==> config.mk <==
export PLATFORM = sky130hd
export DESIGN_NAME = cb_dinb_mapper_flat
export DESIGN_NICKNAME = d
export VERILOG_FILES = /design/src/rtl/cb_dinb_mapper_pkg.sv /design/src/rtl/cb_dinb_mapper_if.sv /design/src/rtl/cb_dinb_mapper_skid.sv /design/src/rtl/cb_dinb_mapper.sv /design/src/flat_wrapper.sv
export SDC_FILE = /design/constraint.sdc
export NUM_CORES = 1
export LEC_CHECK = 0
export ABC_AREA = 1
export CORE_ASPECT_RATIO = 0.7
export CORE_MARGIN = 2
export CORE_UTILIZATION = 40
export DETAILED_ROUTE_END_ITERATION = 12
export SLEW_MARGIN = 20
export SYNTH_ARGS = -nofsm -noshare
export SYNTH_HDL_FRONTEND = slang
export SYNTH_HIERARCHICAL = 1
export SYNTH_SLANG_ARGS = --single-unit
==> constraint.sdc <==
create_clock -name clk -period 8.3 [get_ports clk]
set_input_delay 0.83 -clock clk [delete_from_list [all_inputs] [get_ports clk]]
set_output_delay 0.83 -clock clk [all_outputs]
set_load 0.02 [all_outputs]
==> src/rtl/cb_dinb_mapper_pkg.sv <==
// Mode encodings and the lane-mapping function shared by the CB port-B write-data mapper.
// Lanes are passed at a fixed MAX_DW stride so one function serves every X/L/RSA_DW combination.
package cb_dinb_pkg;

    localparam logic [1:0] MODE_IDLE = 2'd0;
    localparam logic [1:0] MODE_POS  = 2'd1;
    localparam logic [1:0] MODE_NEG  = 2'd2;
    localparam logic [1:0] MODE_NEW  = 2'd3;

    localparam int MAX_LANES = 16;
    localparam int MAX_DW    = 32;

    typedef struct packed {
        logic [MAX_LANES-1:0]        en;
        logic [MAX_LANES*MAX_DW-1:0] data;
    } lane_map_t;

    function automatic lane_map_t map_lanes(input logic [1:0] mode, input int slot,
                                            input logic [MAX_LANES*MAX_DW-1:0] data,
                                            input int x, input int l, input int new_lanes);
        lane_map_t r;
        int src;
        r = '0;
        for (int k = 0; k < MAX_LANES; k++) begin
            src = -1;
            if (k < l) begin
                case (mode)
                    MODE_POS: if (k < x) src = k;
                    MODE_NEG: if (l - 1 - k < x) src = l - 1 - k;
                    MODE_NEW: if (slot < l / new_lanes && k >= slot * new_lanes &&
                                  k < (slot + 1) * new_lanes) src = k - slot * new_lanes;
                    default:  src = -1;
                endcase
            end
            // an out-of-range NEW slot leaves every lane zero with its enable cleared
            if (src >= 0) begin
                r.en[k] = 1'b1;
                r.data[k*MAX_DW +: MAX_DW] = data[src*MAX_DW +: MAX_DW];
            end
        end
        return r;
    endfunction

endpackage

==> src/rtl/cb_dinb_mapper_if.sv <==
// Handshake and control bundle between the RSA C-output collector and the CB port-B mapper.
// out_lane_en exists only when CB_DINB_LANE_MASK_EN is defined.
interface cb_dinb_mapper_if #(
    parameter int X      = 4,
    parameter int L      = 4,
    parameter int RSA_DW = 16,
    parameter int SLOT_W = 1
);
    logic [1:0]          mode_sel;
    logic [SLOT_W-1:0]   new_slot;
    logic                row_clr;
    logic                in_valid;
    logic                in_ready;
    logic [X*RSA_DW-1:0] in_data;
    logic                out_valid;
    logic                out_ready;
    logic [L*RSA_DW-1:0] out_data;
    logic                out_last;
`ifdef CB_DINB_LANE_MASK_EN
    logic [L-1:0]        out_lane_en;

    modport master (output mode_sel, new_slot, row_clr, in_valid, in_data, out_ready,
                    input  in_ready, out_valid, out_data, out_last, out_lane_en);
    modport slave  (input  mode_sel, new_slot, row_clr, in_valid, in_data, out_ready,
                    output in_ready, out_valid, out_data, out_last, out_lane_en);
`else
    modport master (output mode_sel, new_slot, row_clr, in_valid, in_data, out_ready,
                    input  in_ready, out_valid, out_data, out_last);
    modport slave  (input  mode_sel, new_slot, row_clr, in_valid, in_data, out_ready,
                    output in_ready, out_valid, out_data, out_last);
`endif
endinterface

==> src/rtl/cb_dinb_mapper_skid.sv <==
// One-entry valid/ready skid buffer; the output register is the first stage, the skid the second.
// push_ready is its own flop and is low exactly while the skid entry is occupied.
module cb_dinb_skid #(
    parameter int W = 8
) (
    input  logic         clk,
    input  logic         sys_rst,
    input  logic         push_valid,
    output logic         push_ready,
    input  logic [W-1:0] push_data,
    output logic         pop_valid,
    input  logic         pop_ready,
    output logic [W-1:0] pop_data
);
    logic [W-1:0] skid_data;
    logic         accept;

    assign accept = push_valid & push_ready;

    always_ff @(posedge clk or posedge sys_rst) begin
        if (sys_rst) begin
            pop_valid  <= 1'b0;
            pop_data   <= '0;
            push_ready <= 1'b1;
            skid_data  <= '0;
        end else if (!pop_valid || pop_ready) begin
            if (!push_ready) begin
                pop_valid  <= 1'b1;
                pop_data   <= skid_data;
                push_ready <= 1'b1;
            end else begin
                pop_valid <= accept;
                if (accept) pop_data <= push_data;
            end
        end else if (accept) begin
            skid_data  <= push_data;
            push_ready <= 1'b0;
        end
    end

endmodule

==> src/rtl/cb_dinb_mapper.sv <==
// CB port-B write-data mapper: lane mapping, row-beat counter and a skid-buffered handshake.
// Per-lane write enables are added when CB_DINB_LANE_MASK_EN is defined.
module cb_dinb_mapper
    import cb_dinb_pkg::*;
#(
    parameter int X         = 4,
    parameter int L         = 4,
    parameter int RSA_DW    = 16,
    parameter int NEW_LANES = 2,
    parameter int ROW_LEN   = 10
) (
    input logic             clk,
    input logic             sys_rst,
    cb_dinb_mapper_if.slave bus
);
    localparam int SLOT_W = (L / NEW_LANES > 1) ? $clog2(L / NEW_LANES) : 1;
    localparam int CW     = (ROW_LEN > 1) ? $clog2(ROW_LEN) : 1;
    localparam logic [CW-1:0] LAST_IDX = CW'(ROW_LEN - 1);
`ifdef CB_DINB_LANE_MASK_EN
    localparam int PW = 1 + L + L * RSA_DW;
`else
    localparam int PW = 1 + L * RSA_DW;
`endif

    logic [MAX_LANES*MAX_DW-1:0] in_wide;
    lane_map_t                   mapped;
    logic [L*RSA_DW-1:0]         map_data;
    logic [SLOT_W-1:0]           slot;
    logic [CW-1:0]               row_cnt;
    logic [CW-1:0]               beat_idx;
    logic                        beat_last;
    logic                        accept;
    logic [PW-1:0]               push_data;
    logic [PW-1:0]               pop_data;
    logic                        unused_map;

    always_comb begin
        in_wide = '0;
        for (int i = 0; i < X; i++) in_wide[i*MAX_DW +: RSA_DW] = bus.in_data[i*RSA_DW +: RSA_DW];
    end

    assign slot   = bus.new_slot;
    assign mapped = map_lanes(bus.mode_sel, int'(slot), in_wide, X, L, NEW_LANES);

    always_comb begin
        map_data = '0;
        for (int k = 0; k < L; k++) map_data[k*RSA_DW +: RSA_DW] = mapped.data[k*MAX_DW +: RSA_DW];
    end

    assign unused_map = ^mapped;

    // row_clr coinciding with an accept makes that beat index 0
    assign accept    = bus.in_valid & bus.in_ready;
    assign beat_idx  = bus.row_clr ? '0 : row_cnt;
    assign beat_last = (beat_idx == LAST_IDX);

    always_ff @(posedge clk or posedge sys_rst) begin
        if (sys_rst)          row_cnt <= '0;
        else if (accept)      row_cnt <= beat_last ? '0 : beat_idx + 1'b1;
        else if (bus.row_clr) row_cnt <= '0;
    end

`ifdef CB_DINB_LANE_MASK_EN
    assign push_data = {beat_last, mapped.en[L-1:0], map_data};
    assign {bus.out_last, bus.out_lane_en, bus.out_data} = pop_data;
`else
    assign push_data = {beat_last, map_data};
    assign {bus.out_last, bus.out_data} = pop_data;
`endif

    cb_dinb_skid #(.W(PW)) u_skid (
        .clk        (clk),
        .sys_rst    (sys_rst),
        .push_valid (bus.in_valid),
        .push_ready (bus.in_ready),
        .push_data  (push_data),
        .pop_valid  (bus.out_valid),
        .pop_ready  (bus.out_ready),
        .pop_data   (pop_data)
    );

endmodule

==> src/flat_wrapper.sv <==
// flat-port wrapper written by rule: the top's interface ports become plain ports
module cb_dinb_mapper_flat import cb_dinb_pkg::*;
#(
    parameter int X         = 4,
    parameter int L         = 4,
    parameter int RSA_DW    = 16,
    parameter int NEW_LANES = 2,
    parameter int ROW_LEN   = 10
)
  (clk, sys_rst, bus_mode_sel, bus_new_slot, bus_row_clr, bus_in_valid, bus_in_data, bus_out_ready, bus_in_ready, bus_out_valid, bus_out_data, bus_out_last);
  cb_dinb_mapper_if #(.X(X), .L(L), .RSA_DW(RSA_DW), .SLOT_W(1)) bus_i ();
  input logic clk;
  input logic sys_rst;
  input wire logic [$bits(bus_i.mode_sel)-1:0] bus_mode_sel;
  input wire logic [$bits(bus_i.new_slot)-1:0] bus_new_slot;
  input wire logic [$bits(bus_i.row_clr)-1:0] bus_row_clr;
  input wire logic [$bits(bus_i.in_valid)-1:0] bus_in_valid;
  input wire logic [$bits(bus_i.in_data)-1:0] bus_in_data;
  input wire logic [$bits(bus_i.out_ready)-1:0] bus_out_ready;
  output wire logic [$bits(bus_i.in_ready)-1:0] bus_in_ready;
  output wire logic [$bits(bus_i.out_valid)-1:0] bus_out_valid;
  output wire logic [$bits(bus_i.out_data)-1:0] bus_out_data;
  output wire logic [$bits(bus_i.out_last)-1:0] bus_out_last;
  assign bus_i.mode_sel = bus_mode_sel;
  assign bus_i.new_slot = bus_new_slot;
  assign bus_i.row_clr = bus_row_clr;
  assign bus_i.in_valid = bus_in_valid;
  assign bus_i.in_data = bus_in_data;
  assign bus_i.out_ready = bus_out_ready;
  assign bus_in_ready = bus_i.in_ready;
  assign bus_out_valid = bus_i.out_valid;
  assign bus_out_data = bus_i.out_data;
  assign bus_out_last = bus_i.out_last;
  cb_dinb_mapper #(.X(X), .L(L), .RSA_DW(RSA_DW), .NEW_LANES(NEW_LANES), .ROW_LEN(ROW_LEN)) u_core (.clk(clk), .sys_rst(sys_rst), .bus(bus_i));
endmodule
==> results of run 1 <==
==> through the flow <==
| step | power (W) | hold WS, ns |
|---|---|---|
| floorplan | 0.00122 | 0.442 |
| global placement | 0.00147 | 0.454 |
| detailed placement | 0.00148 | 0.458 |
| CTS | 0.00223 | 0.473 |
| global route | 0.00234 | 0.494 |
| finish | 0.00222 | 0.468 |
==> worst max-delay path: stages <==
cell             delay, ns
clkdlybuf4s50_1       0.77
nand2_4               0.65
nand2_1               0.76
nor2_1                0.91
nor2_1                0.16
nand2_1               0.11
nand2_1               0.07
nand3_1               0.07
nand2_1               0.07
==> logic make-up after synthesis <==
group / Yosys count
AO/OA/AOI/OAI: 71
XOR/XNOR: 1
buffers and inverters: 123
flip-flops: 136
AND/OR/NAND/NOR: 763
==> sequential cells by signal, indices dropped and copies added, names as in the netlist <==
register	cells
u_core/u_skid/pop_data	65
u_core/u_skid/skid_data	65
u_core/row_cnt	4
u_core/u_skid/pop_valid	1
u_core/u_skid/push_ready	1
==> final timing paths <==
kind | end | cells past startpoint
setup / recovery | u_core/u_skid/pop_data[39] | 9
hold / removal | u_core/u_skid/skid_data[21] | 2
setup reg to reg | u_core/u_skid/pop_data[6] | 7
hold reg to reg | u_core/u_skid/skid_data[21] | 2
max in group asynchronous | u_core/u_skid/skid_data[11] | 3
min in group asynchronous | u_core/row_cnt[2] | 2
==> per-layer routing <==
metal,GRT usage,share of wire,vias up
met3,0.0425,0.057,31
met2,0.368,0.44,231
met5,0,0,-
met1,0.372,0.48,3427
met4,0.0647,0.017,0
li1,-,-,3575
==> cell type report <==
cell class,instances,area share
Timing Repair Buffer,146,0.154
Clock inverter,13,0.0138
Inverter,52,0.0215
Clock buffer,19,0.0475
Sequential cell,136,0.365
Tap cell,236,0.0316
Multi-Input combinational cell,835,0.366
==> power by group through the flow <==
stage / clock (W) / combinational (W) / sequential, W
after CTS: 0.000759 / 0.000590 / 0.000883
after global placement: 0 / 0.000582 / 0.000889
after detailed placement: 0 / 0.000588 / 0.000890
final: 0.000749 / 0.000586 / 0.000882
after floorplan: 0 / 0.000267 / 0.000951
after global routing: 0.000791 / 0.000648 / 0.000900
==> placed cells by master, fill, tap and decap left out <==
master           instances
a21oi_1                 22
buf_4                    8
bufinv_16                2
clkbuf_1                 1
clkbuf_16               17
clkbuf_8                 1
clkdlybuf4s50_1        138
clkinv_2                 6
clkinvlp_4               4
dfrtp_1                135
dfstp_2                  1
inv_1                   48
inv_2                    3
inv_6                    2
nand2_1                628
nand2_2                  3
nand2_4                  1
nand3_1                 97
nand4_1                  1
nor2_1                  31
nor2_2                   1
nor2_4                   1
o211ai_1                11
o21ai_0                 24
o21ai_1                  3
o22ai_1                 11
xor2_1                   1
==> impl_metrics.toml, run 1 <==
[status]
status = "completed"

[global_routing]
grt_pass1_vias = 6784
antenna_found_initial = 0
grt_max_degree = 68
grt_pass1_wl_um = 38200
grt_overflow = 0
track_usage = 0.247

[synthesis]
synth-edff-count = 0
synth-seq-area-share = 0.463
yosysMostFrequentCell = "nand2_1"
yosys-top-cells-count = "nand2_1 (631), dfrtp_1 (135), nand3_1 (97)"
async_flop_share = 1.00
synthesis.nets = 1166
synth_compound_area_frac = 0.0539
synth-seq-cells = 136
syn-mean-instance-area_sq_um = 6.72
yosysTopAreaCell = "dfrtp_1"
synthAdderAreaFrac = 0
yosysWarnings = 6
synth_top_flop_cell = "dfrtp_1"
synth.distinct_cells = 21
synthSimpleGateAreaFrac = 0.408
synth_top_family_by_area = "simple AND/OR/NAND/NOR gates"
netlist_instances = 1094
yosys-top-cells-area = "dfrtp_1 (46%), nand2_1 (32%), nand3_1 (6.6%)"
netlist_area_sq_um = 7350
synth_mux_area_frac = 0
synth-xor-area-share = 0.00119
synth.top_cell.area_share = 0.459

[cts]
cts_made_buffers = 17
cts_resized = 0
htreeDepth = 4
cts_root_buf = "clkbuf_16"
cts_buffer_depth = 2
cts_tree = "done"
cts_num_sinks = 136
holdBufCountCts = 0
cts_setup_buffers = 0
clock_latency_ns = 0.42
clk_pin_slew_ns = 0.06

[sta]
fin_setup_tns_ns = 0
hold_viol_final = 0
tightest_slew_ns = 1.06
skew_ns = 0.00417
drv_slew = 0
rsz0062_at_grt = "false"
slew-limit-headroom = 0.293
worst_slack_ns = 4.22
fmax_ghz = 0.245
post-route-period-util = 0.492
setup_viol = 0
period_minus_slack_ns = 4.08

[pwr]
p_sw_w = 0.000735
p_leak_nw = 4.97
internal_power_w = 0.00148
power.density_nw_per_um2 = 238
ir_drop_uv = 111
power_frac_seq = 0.398
combinationalPowerShare = 0.264
swShare = 0.332
p_clk_frac = 0.338

[routing]
wl_per_cell_um = 16.6
viasPerCell = 5.05
antenna_left = 0
drt-total-wl_um = 23800
drc_errors = 0
drtIter0Drc = 660
firstDrtPassIters = 5
vias = 7264

[placement]
portBuffers = 138
gp_congestion = 0.867
place_area_sq_um = 8760
dp_slack_ns = 3.85
dp.cells = 1405
hpwl_um = 15500

[cells_and_area]
fin_nets = 1260
area_growth_syn_to_layout_pct = 26.9
ff_latch_area_sq_um = 3400
stdcell_count = 1437
multi_input_area_sq_um = 3420
nFillCells = 1817
diodes = 0
drive_gt1_frac = 0.0416
stdcell_area_sq_um = 9330
post-route-util = 0.518

[critical_path]
cp-end-kind = "flip-flop"
worst-endpoint-required_ns = 8.61
worstPathMaxFanout = 54
critPathLaunchType = "input port"
r2r_start = "u_core/u_skid/push_ready"
crit_arrival_ns = 4.39
critPathLaunch = "bus_mode_sel[1]"
rrSetupSlack_ns = 5.61
critical_path_class = "in -> reg"

[die]
num_rows = 41
io_pins = 139
start_util = 0.408
coreArea_sq_um = 18000
die_x_um = 166
die_area_sq_um = 19500
die_y_um = 117

[worst_hold_path]
hp-class = "reg -> reg"
hold_start = "u_core/u_skid/skid_data[21]"

[flow_run]
cap_violations = 0
Note: power is estimated with default switching activity, not from simulation.
==> run 2, diff against run 1 <==
PLACE_DENSITY = 0.66   (was unset)
clock period = 3.71 ns   (was 8.3 ns; I/O delays follow)
==> impl_metrics.toml, run 2 (same netlist as run 1, synthesis figures left out) <==
[critical_path]
worstPathMaxFanout = 18
critPathLaunchType = "input port"
worst-endpoint-required_ns = 4.02
crit_arrival_ns = 2.74
critical_path_class = "in -> reg"
cp-end-kind = "flip-flop"

[routing]
viasPerCell = 5.20
drtIter0Drc = 996
vias = 7513
drc_errors = 0
drt-total-wl_um = 24400
wl_per_cell_um = 16.9
antenna_left = 0
firstDrtPassIters = 5

[cts]
cts_num_sinks = 136
cts_tree = "done"
holdBufCountCts = 0
htreeDepth = 4
cts_setup_buffers = 0
cts_made_buffers = 17
clk_pin_slew_ns = 0.06
cts_root_buf = "clkbuf_16"
cts_resized = 0
cts_buffer_depth = 2
clock_latency_ns = 0.42

[pwr]
internal_power_w = 0.00334
power.density_nw_per_um2 = 531
p_clk_frac = 0.337
combinationalPowerShare = 0.266
swShare = 0.329
power_frac_seq = 0.397
p_sw_w = 0.00164
p_leak_nw = 5.00
ir_drop_uv = 268
total_power_w = 0.00498

[cells_and_area]
drive_gt1_frac = 0.0439
nFillCells = 1769
area_growth_syn_to_layout_pct = 27.8
diodes = 0
fin_nets = 1267
final_cell_mix = "nand2_1 (628), clkdlybuf4s50_1 (138), dfrtp_1 (135), nand3_1 (97), inv_1 (48)"
final_common_cell = "nand2_1"
reg_top3 = "u_core/u_skid/pop_data: 65 flops, u_core/u_skid/skid_data: 65 flops, u_core/row_cnt: 4 flops"
post-route-util = 0.522

[global_routing]
grt_pass1_wl_um = 38800
grt_overflow = 0
track_usage = 0.253
grt_max_degree = 133
grt_pass1_vias = 7079
antenna_found_initial = 1

[sta]
setup_viol = 0
tightest_slew_ns = 0.865
period_minus_slack_ns = 2.43
drv_slew = 0
hold-worst-slack_ns = 0.208
fin_setup_tns_ns = 0
hold_viol_final = 0
fmax_ghz = 0.412
worst_slack_ns = 1.28
skew_ns = 0.00747
post-route-period-util = 0.655
slew-limit-headroom = 0.421
rsz0062_at_grt = "false"

[placement]
dp_slack_ns = 0.865
gp_congestion = 0.892
hpwl_um = 15900
portBuffers = 138

[flow_run]
cap_violations = 0

[die]
die_area_sq_um = 19500
die_y_um = 117
num_rows = 41
io_pins = 139
start_util = 0.408
die_x_um = 166
coreArea_sq_um = 18000

[status]
status = "completed"

[worst_hold_path]
hp-class = "in -> async"
-- run 2: worst max-delay path, stage by stage --
cell and delay, ns:
clkdlybuf4s50_1 0.51, inv_2 0.16, nand2_4 0.23, nand2_1 0.10, buf_4 0.21, nor2_1 0.66, a21oi_1 0.20, nand2_1 0.11
nand2_1 0.06, nand3_1 0.06, nand2_1 0.06
-- run 2: cell type report --
| class | instances | area, sq um | area share |
|---|---|---|---|
| clock inverter | 8 | 97.6 | 0.0104 |
| timing repair buffer | 153 | 1510 | 0.160 |
| clock buffer | 24 | 472 | 0.0502 |
| tap | 236 | 295 | 0.0314 |
| sequential | 136 | 3400 | 0.362 |
| multi-input combinational | 835 | 3420 | 0.364 |
| inverter | 52 | 199 | 0.0212 |
-- run 2: power by group through the flow --
| stage | clock, W | sequential [W] | combinational [W] |
|---|---|---|---|
| detailed placement | 0 | 0.00199 | 0.00132 |
| CTS | 0.00170 | 0.00198 | 0.00133 |
| floorplan | 0 | 0.00213 | 0.000599 |
| global route | 0.00177 | 0.00201 | 0.00146 |
| global placement | 0 | 0.00199 | 0.00131 |
| finish | 0.00168 | 0.00198 | 0.00133 |
-- run 2: through the flow --
stage / cells / instance area (sq um)
2_1_floorplan: 1094 / 7360
3_3_place_gp: 1412 / 8820
3_5_place_dp: 1412 / 8820
4_1_cts: 1444 / 9390
5_1_grt: 1444 / 9390
6_report: 1444 / 9390
-- run 2: routing by layer --
layer	vias up	wire length, um	GRT usage
met1	3554	11100	0.370
met5	-	0	0
met3	40	2330	0.0665
met4	0	477	0.0755
li1	3580	-	-
met2	339	10600	0.368
-- run 2: path summary, 6_finish.rpt --
kind	slack [ns]	cells past startpoint	endpoint	startpoint
worst min-delay path	0.21	2	u_core/row_cnt[0]	sys_rst
min in group clk	0.47	2	u_core/u_skid/skid_data[20]	u_core/u_skid/skid_data[20]
worst min register to register	0.47	2	u_core/u_skid/skid_data[20]	u_core/u_skid/skid_data[20]
worst max-delay path	1.28	11	u_core/u_skid/pop_data[57]	bus_mode_sel[0]
max in group asynchronous	2.62	3	u_core/u_skid/pop_data[37]	sys_rst
worst max register to register	1.44	5	u_core/u_skid/skid_data[48]	u_core/u_skid/push_ready
==> run 3, diff against run 2 <==
PLACE_DENSITY = unset   (was 0.66)
clock period = 2.5 ns   (was 3.71 ns; I/O delays follow)
==> impl_metrics.toml, run 3 (same netlist as run 1, synthesis figures left out) <==
[placement]
gp_congestion = 0.896
dp_slack_ns = 0.228
hpwl_um = 16500
place_area_sq_um = 8980
portBuffers = 138
dp.cells = 1428

[cells_and_area]
stdcell_count = 1459
final_cell_mix = "nand2_1 (628), clkdlybuf4s50_1 (138), dfrtp_1 (135), nand3_1 (97), inv_1 (48)"
drive_gt1_frac = 0.0581
final_common_cell = "nand2_1"
stdcell_area_sq_um = 9590
reg_top3 = "u_core/u_skid/pop_data: 65 flops, u_core/u_skid/skid_data: 65 flops, u_core/row_cnt: 4 flops"
diodes = 0
nFillCells = 1790
area_growth_syn_to_layout_pct = 30.4
fin_nets = 1283

[flow_run]
cap_violations = 0

[routing]
wl_met3_um = 1840
drc_errors = 0
wl_met1_um = 11800
viasPerCell = 5.10
wl_met2_um = 10600
firstDrtPassIters = 6
drtIter0Drc = 880
top_layer = "met4"
antenna_left = 0
wl_per_cell_um = 16.9
drt-total-wl_um = 24700
vias = 7442

[cts]
cts_resized = 0
holdBufCountCts = 0
htreeDepth = 4
cts_setup_buffers = 0
cts_num_sinks = 136
clk_pin_slew_ns = 0.06
cts_root_buf = "clkbuf_16"
cts_tree = "done"
cts_made_buffers = 17
clock_latency_ns = 0.43
cts_buffer_depth = 2

[global_routing]
antenna_found_initial = 0
track_usage = 0.258
grt_max_degree = 72
grt_pass1_vias = 6917
grt_overflow = 0
grt_pass1_wl_um = 39400

[sta]
setup_viol = 0
slew-limit-headroom = 0.428
skew_ns = 0.00546
hold_viol_final = 0
fmax_ghz = 0.481
fin_setup_tns_ns = 0
rsz0062_at_grt = "false"
post-route-period-util = 0.832
tightest_slew_ns = 0.855
worst_slack_ns = 0.420
period_minus_slack_ns = 2.08
drv_slew = 0

[pwr]
ir_drop_uv = 357
p_leak_nw = 5.11
power.density_nw_per_um2 = 794

[critical_path]
path_cells = "clkdlybuf4s50_1"
crit_arrival_ns = 1.83
worst-endpoint-required_ns = 2.25
path_delay_family = "flip-flops"
cp_slowest_cell = "dfstp_2"
critical_path_class = "reg -> out"
worstPathMaxFanout = 15
critPathLaunchType = "flip-flop"
crit_buf_inv = 1
max_stage_delay_ns = 0.73
cp-end-kind = "primary output"

[die]
start_util = 0.408
coreArea_sq_um = 18000
die_x_um = 166
die_area_sq_um = 19500
num_rows = 41
die_y_um = 117
io_pins = 139

[worst_hold_path]
hp-class = "in -> async"

[status]
status = "completed"
run 3: metal layers:
| metal | track usage | vias to the layer above |
|---|---|---|
| li1 | - | 3620 |
| met1 | 0.393 | 3471 |
| met2 | 0.373 | 319 |
| met3 | 0.0506 | 32 |
| met4 | 0.0712 | 0 |
| met5 | 0 | - |
run 3: area by class of cell:
type / instances / area [sq um] / area share
sequential: 136 / 3400 / 0.355
inverter: 52 / 199 / 0.0207
clock buffer: 19 / 433 / 0.0451
multi-input combinational: 835 / 3420 / 0.356
tap: 236 / 295 / 0.0308
clock inverter: 12 / 176 / 0.0184
timing repair buffer: 169 / 1660 / 0.174
run 3: worst register-to-register path: cells and delay by family (launching register included):
kind          cells  cell delay (ns)
flops             1             0.73
simple gates      4             0.50
buf+inv           1             0.49
run 3: power breakdown:
group	internal (W)	switching, W	leakage [nW]
registers	0.00266	0.000278	1.76
logic	0.000816	0.00118	3.05
clock network	0.00166	0.00102	0.293
run 3: final timing paths:
check | startpoint | endpoint | slack (ns) | cells after the start
max | u_core/u_skid/push_ready | bus_in_ready | 0.42 | 1
min | sys_rst | u_core/row_cnt[1] | 0.08 | 2
max reg2reg | u_core/u_skid/push_ready | u_core/u_skid/pop_data[12] | 0.72 | 5
min reg2reg | u_core/u_skid/skid_data[41] | u_core/u_skid/skid_data[41] | 0.47 | 2
max in group asynchronous | sys_rst | u_core/u_skid/skid_data[22] | 1.64 | 3
min in group clk | bus_out_ready | u_core/u_skid/push_ready | 0.46 | 3
run 3: through the flow:
stage	utilization	total power (W)	hold slack, ns
CTS	0.533	0.00764	0.0834
detailed placement	0.499	0.00496	0.458
global placement	0.499	0.00494	0.454
finish	0.533	0.00762	0.0816
floorplan	-	0.00404	0.0161
global route	0.533	0.00801	0.104
==> patch 1, RTL diff (settings of run 2) <==
`NEW_LANES` is set to 2 in 2 places; all go to 8.
--- a/src/rtl/cb_dinb_mapper.sv
+++ b/src/rtl/cb_dinb_mapper.sv
@@ -7,5 +7,5 @@
     parameter int L         = 4,
     parameter int RSA_DW    = 16,
-    parameter int NEW_LANES = 2,
+    parameter int NEW_LANES = 8,
     parameter int ROW_LEN   = 10
 ) (
--- a/src/flat_wrapper.sv
+++ b/src/flat_wrapper.sv
@@ -5,5 +5,5 @@
     parameter int L         = 4,
     parameter int RSA_DW    = 16,
-    parameter int NEW_LANES = 2,
+    parameter int NEW_LANES = 8,
     parameter int ROW_LEN   = 10
 )
Behaviour: not the same (Yosys sat finds a counterexample within 4 cycles, from zero or initial values and one cycle with sys_rst high).
==> patch 1 against run 2 <==
  * Cell count increased by 10%
  * Setup slack worse by 190 ps
  * Critical path type unchanged
  * Routed wire length increased by 0.72%
  * First-iteration DRC count fell by 28%
  * Count of clock-buffer cells in the layout decreased by 6
  * Largest cell class unchanged
  * Total power increased by 4.9%
  * Combinational power up 14%
  * Sequential cell count unchanged
  * Highest routed layer unchanged
  * Synthesized area up 7.0%
  * Final area rose by 6.3%
==> patch 1: results <==
metrics = {
    "global_route": {
        "grt_pass1_vias": 7408,
        "grt_usage": 0.245,
        "grt_first_pass_wirelength_um": 39400,
        "use_met3": 0.0564,
    },
    "finish": {
        "drive_above_1_share": 0.0474,
        "n_fill_cell": 1850,
        "nNetsFinal": 1390,
    },
    "synthesis": {
        "syn-num-nets": 1292,
        "synth_common_cells": "nand2_1, dfrtp_1, nand3_1",
        "synth.area.top_cells": "dfrtp_1, nand2_1, nand3_1",
    },
    "routing": {
        "drt-met1-wl_um": 11500,
        "drtIter0Drc": 714,
        "vias_per_cell": 5.06,
    },
    "floorplan": {
        "core_mm2": 0.0191,
    },
    "power": {
        "power.total_mw": 5.23,
        "p_seq_mw": 2.02,
        "ir_drop_mv": 0.209,
        "p_leak_nw": 5.56,
    },
    "worst_setup_path": {
        "endpoint": "u_core/u_skid/pop_data[47]",
        "crit_family": "buffers and inverters",
        "arrival_ps": 2940,
        "crit_slowest_cell": "ha_2",
        "reg2reg_setup_slack_ps": 1570,
        "rr_worst_depth": 6,
    },
    "placement": {
        "dpl_cell_area_mm2": 0.00941,
        "gp_congestion": 0.845,
        "port_buffers": 137,
    },
    "sta": {
        "setup_ws_ps": 1090,
    },
    "run_status": {
        "status": "finished clean",
    },
}
==> patch 1: cell count changes after synthesis, sizes merged, moves of 6 or more <==
cell,run 2,this run
o21ai,27,68
nand2,632,725
and2,0,16
buf,54,48
clkbuf,17,29
inv,52,82
nand3,97,86
a21oi,22,1
o22ai,11,0
nor2,33,8
==> patch 1: layout make-up <==
| class | count | area (um2) | area share |
|---|---|---|---|
| clock buffers | 18 | 429 | 0.0430 |
| inverters | 82 | 312 | 0.0312 |
| clock inverters | 14 | 153 | 0.0153 |
| well taps | 264 | 330 | 0.0331 |
| repair buffers | 156 | 1550 | 0.155 |
| flip-flops and latches | 136 | 3400 | 0.341 |
| multi-input cells | 923 | 3810 | 0.381 |
==> patch 1: logic make-up after synthesis <==
kind of cell	Yosys count	synth area share
buffers and inverters	159	0.0856
and+or+nand+nor	836	0.419
adders and majority gates	2	0.00318
xor gates and xnor gates	1	0.00111
AOI/OAI and AO/OA	84	0.0582
DFF	136	0.433
==> patch 2, RTL diff (flow settings as in run 2) <==
Made on the original files. Make the reset (`sys_rst`) synchronous in 2 clocked blocks.
--- a/src/rtl/cb_dinb_mapper_skid.sv
+++ b/src/rtl/cb_dinb_mapper_skid.sv
@@ -18,5 +18,5 @@
     assign accept = push_valid & push_ready;
 
-    always_ff @(posedge clk or posedge sys_rst) begin
+    always_ff @(posedge clk) begin
         if (sys_rst) begin
             pop_valid  <= 1'b0;
--- a/src/rtl/cb_dinb_mapper.sv
+++ b/src/rtl/cb_dinb_mapper.sv
@@ -55,5 +55,5 @@
     assign beat_last = (beat_idx == LAST_IDX);
 
-    always_ff @(posedge clk or posedge sys_rst) begin
+    always_ff @(posedge clk) begin
         if (sys_rst)          row_cnt <= '0;
         else if (accept)      row_cnt <= beat_last ? '0 : beat_idx + 1'b1;
Function: changed (a bounded check fails within 4 cycles, from zero or initial values and one cycle with sys_rst high; the reset may be asserted at any time).
==> patch 2 against run 2 <==
  * Setup slack got worse by 210 ps
  * Sequential cell count did not move
  * Global-route usage is 1.7 points lower
  * Routed wire length down 0.49%
  * Final area grew 4.5%
  * Synthesized area rose by 6.5%
  * Total power down 14%
  * Critical path type unchanged
  * First-iteration DRC count down 27%
  * Critical endpoint is now u_core/u_skid/pop_data[55]
  * Highest routed layer unchanged
==> patch 2: results <==
metrics = {
    "global_route": {
        "grt_start_max_net_pins": 77,
        "grt_pass1_vias": 6992,
        "grt_usage": 0.236,
    },
    "synthesis": {
        "yosysSeqAreaShare": 0.348,
        "syn-num-nets": 1424,
        "async_flop_share": 0,
    },
    "worst_setup_path": {
        "rr_worst_depth": 6,
        "r2r-end": "u_core/u_skid/pop_data[22]",
        "crit_slowest_cell": "clkdlybuf4s50_1",
        "r2r_start": "u_core/u_skid/push_ready",
        "arrival_ps": 2960,
        "cp-startpoint": "bus_mode_sel[1]",
        "critPathMaxStageDelay_ps": 810,
    },
    "placement": {
        "hpwl_um": 16300,
        "placedCellCount": 1682,
    },
    "sta": {
        "slew-limit-headroom": 0.423,
        "skew_ps": 5.82,
    },
    "finish": {
        "n_fill_cell": 1968,
        "nNetsFinal": 1509,
    },
    "routing": {
        "vias_per_cell": 4.75,
        "met2_length_um": 10200,
        "met3_length_um": 1850,
        "drt-met1-wl_um": 11800,
    },
    "power": {
        "ir_drop_mv": 0.308,
    },
    "run_status": {
        "status": "finished clean",
    },
}
## patch 2: changes by cell type after synthesis, sizes merged, moves of 2 or more
cell	before	now
dfxtp	0	136
dfrtp	135	0
nand2	632	345
o31ai	0	11
inv	52	250
o21ai	27	86
a21oi	22	24
o211ai	11	0
nand3	97	94
nor2	33	297
buf	54	64
clkbuf	17	21
o221ai	0	11
## patch 2: worst min-delay path by stage
stage / start / slack, ps / to / cells after the start
finish: u_core/u_skid/skid_data[54] / 480 / u_core/u_skid/skid_data[54] / 2
detailed placement: u_core/u_skid/skid_data[45] / 470 / u_core/u_skid/skid_data[45] / 2
CTS: u_core/u_skid/skid_data[45] / 480 / u_core/u_skid/skid_data[45] / 2
global route: u_core/u_skid/skid_data[13] / 500 / u_core/u_skid/skid_data[13] / 2
floorplan: sys_rst / 440 / u_core/u_skid/pop_valid / 1
global placement: u_core/u_skid/skid_data[50] / 460 / u_core/u_skid/skid_data[50] / 2
## patch 2: metrics by stage
| stage | setup slack (ps) | hold slack [ps] | util |
|---|---|---|---|
| after floorplan | 2280 | 440 | - |
| after global placement | 838 | 461 | 0.485 |
| after detailed placement | 725 | 470 | 0.485 |
| after CTS | 1170 | 483 | 0.516 |
| after global routing | 872 | 498 | 0.516 |
| final | 1070 | 480 | 0.516 |
## patch 2: layout make-up
cell class	instances	area, um2	share of cell area
Clock buffer	23	478	0.0487
Clock inverter	8	120	0.0122
Inverter	251	943	0.0961
Multi-Input combinational cell	880	3710	0.378
Sequential cell	136	2730	0.278
Tap cell	264	330	0.0336
Timing Repair Buffer	151	1500	0.153
## patch 2: logic make-up (layout without fill, tap and decap cells)
| family | after synthesis | after routing | share of synthesized area |
|---|---|---|---|
| and+or+nand+nor | 737 | 737 | 0.370 |
| buffers and inverters | 336 | 433 | 0.180 |
| AOI/OAI and AO/OA | 143 | 143 | 0.102 |
| DFF | 136 | 136 | 0.348 |
## patch 2: power groups by stage
| stage | Clock (mW) | Sequential, mW | Combinational (mW) |
|---|---|---|---|
| floorplan | 0 | 1.71 | 0.483 |
| global placement | 0 | 1.64 | 0.887 |
| detailed placement | 0 | 1.64 | 0.891 |
| CTS | 1.77 | 1.61 | 0.898 |
| global route | 1.84 | 1.62 | 1.00 |
| finish | 1.75 | 1.61 | 0.904 |
## patch 2: worst max-delay path: cells and delay by family
kind            cells  cell delay [ps]
compound gates      2              150
buf+inv             4             1450
simple gates        5              970
## patch 2: metal layers
layer / vias to the layer above / track usage
met5: - / 0
met4: 0 / 0.0699
met3: 41 / 0.0545
met2: 286 / 0.342
met1: 3604 / 0.346
li1: 4199 / -
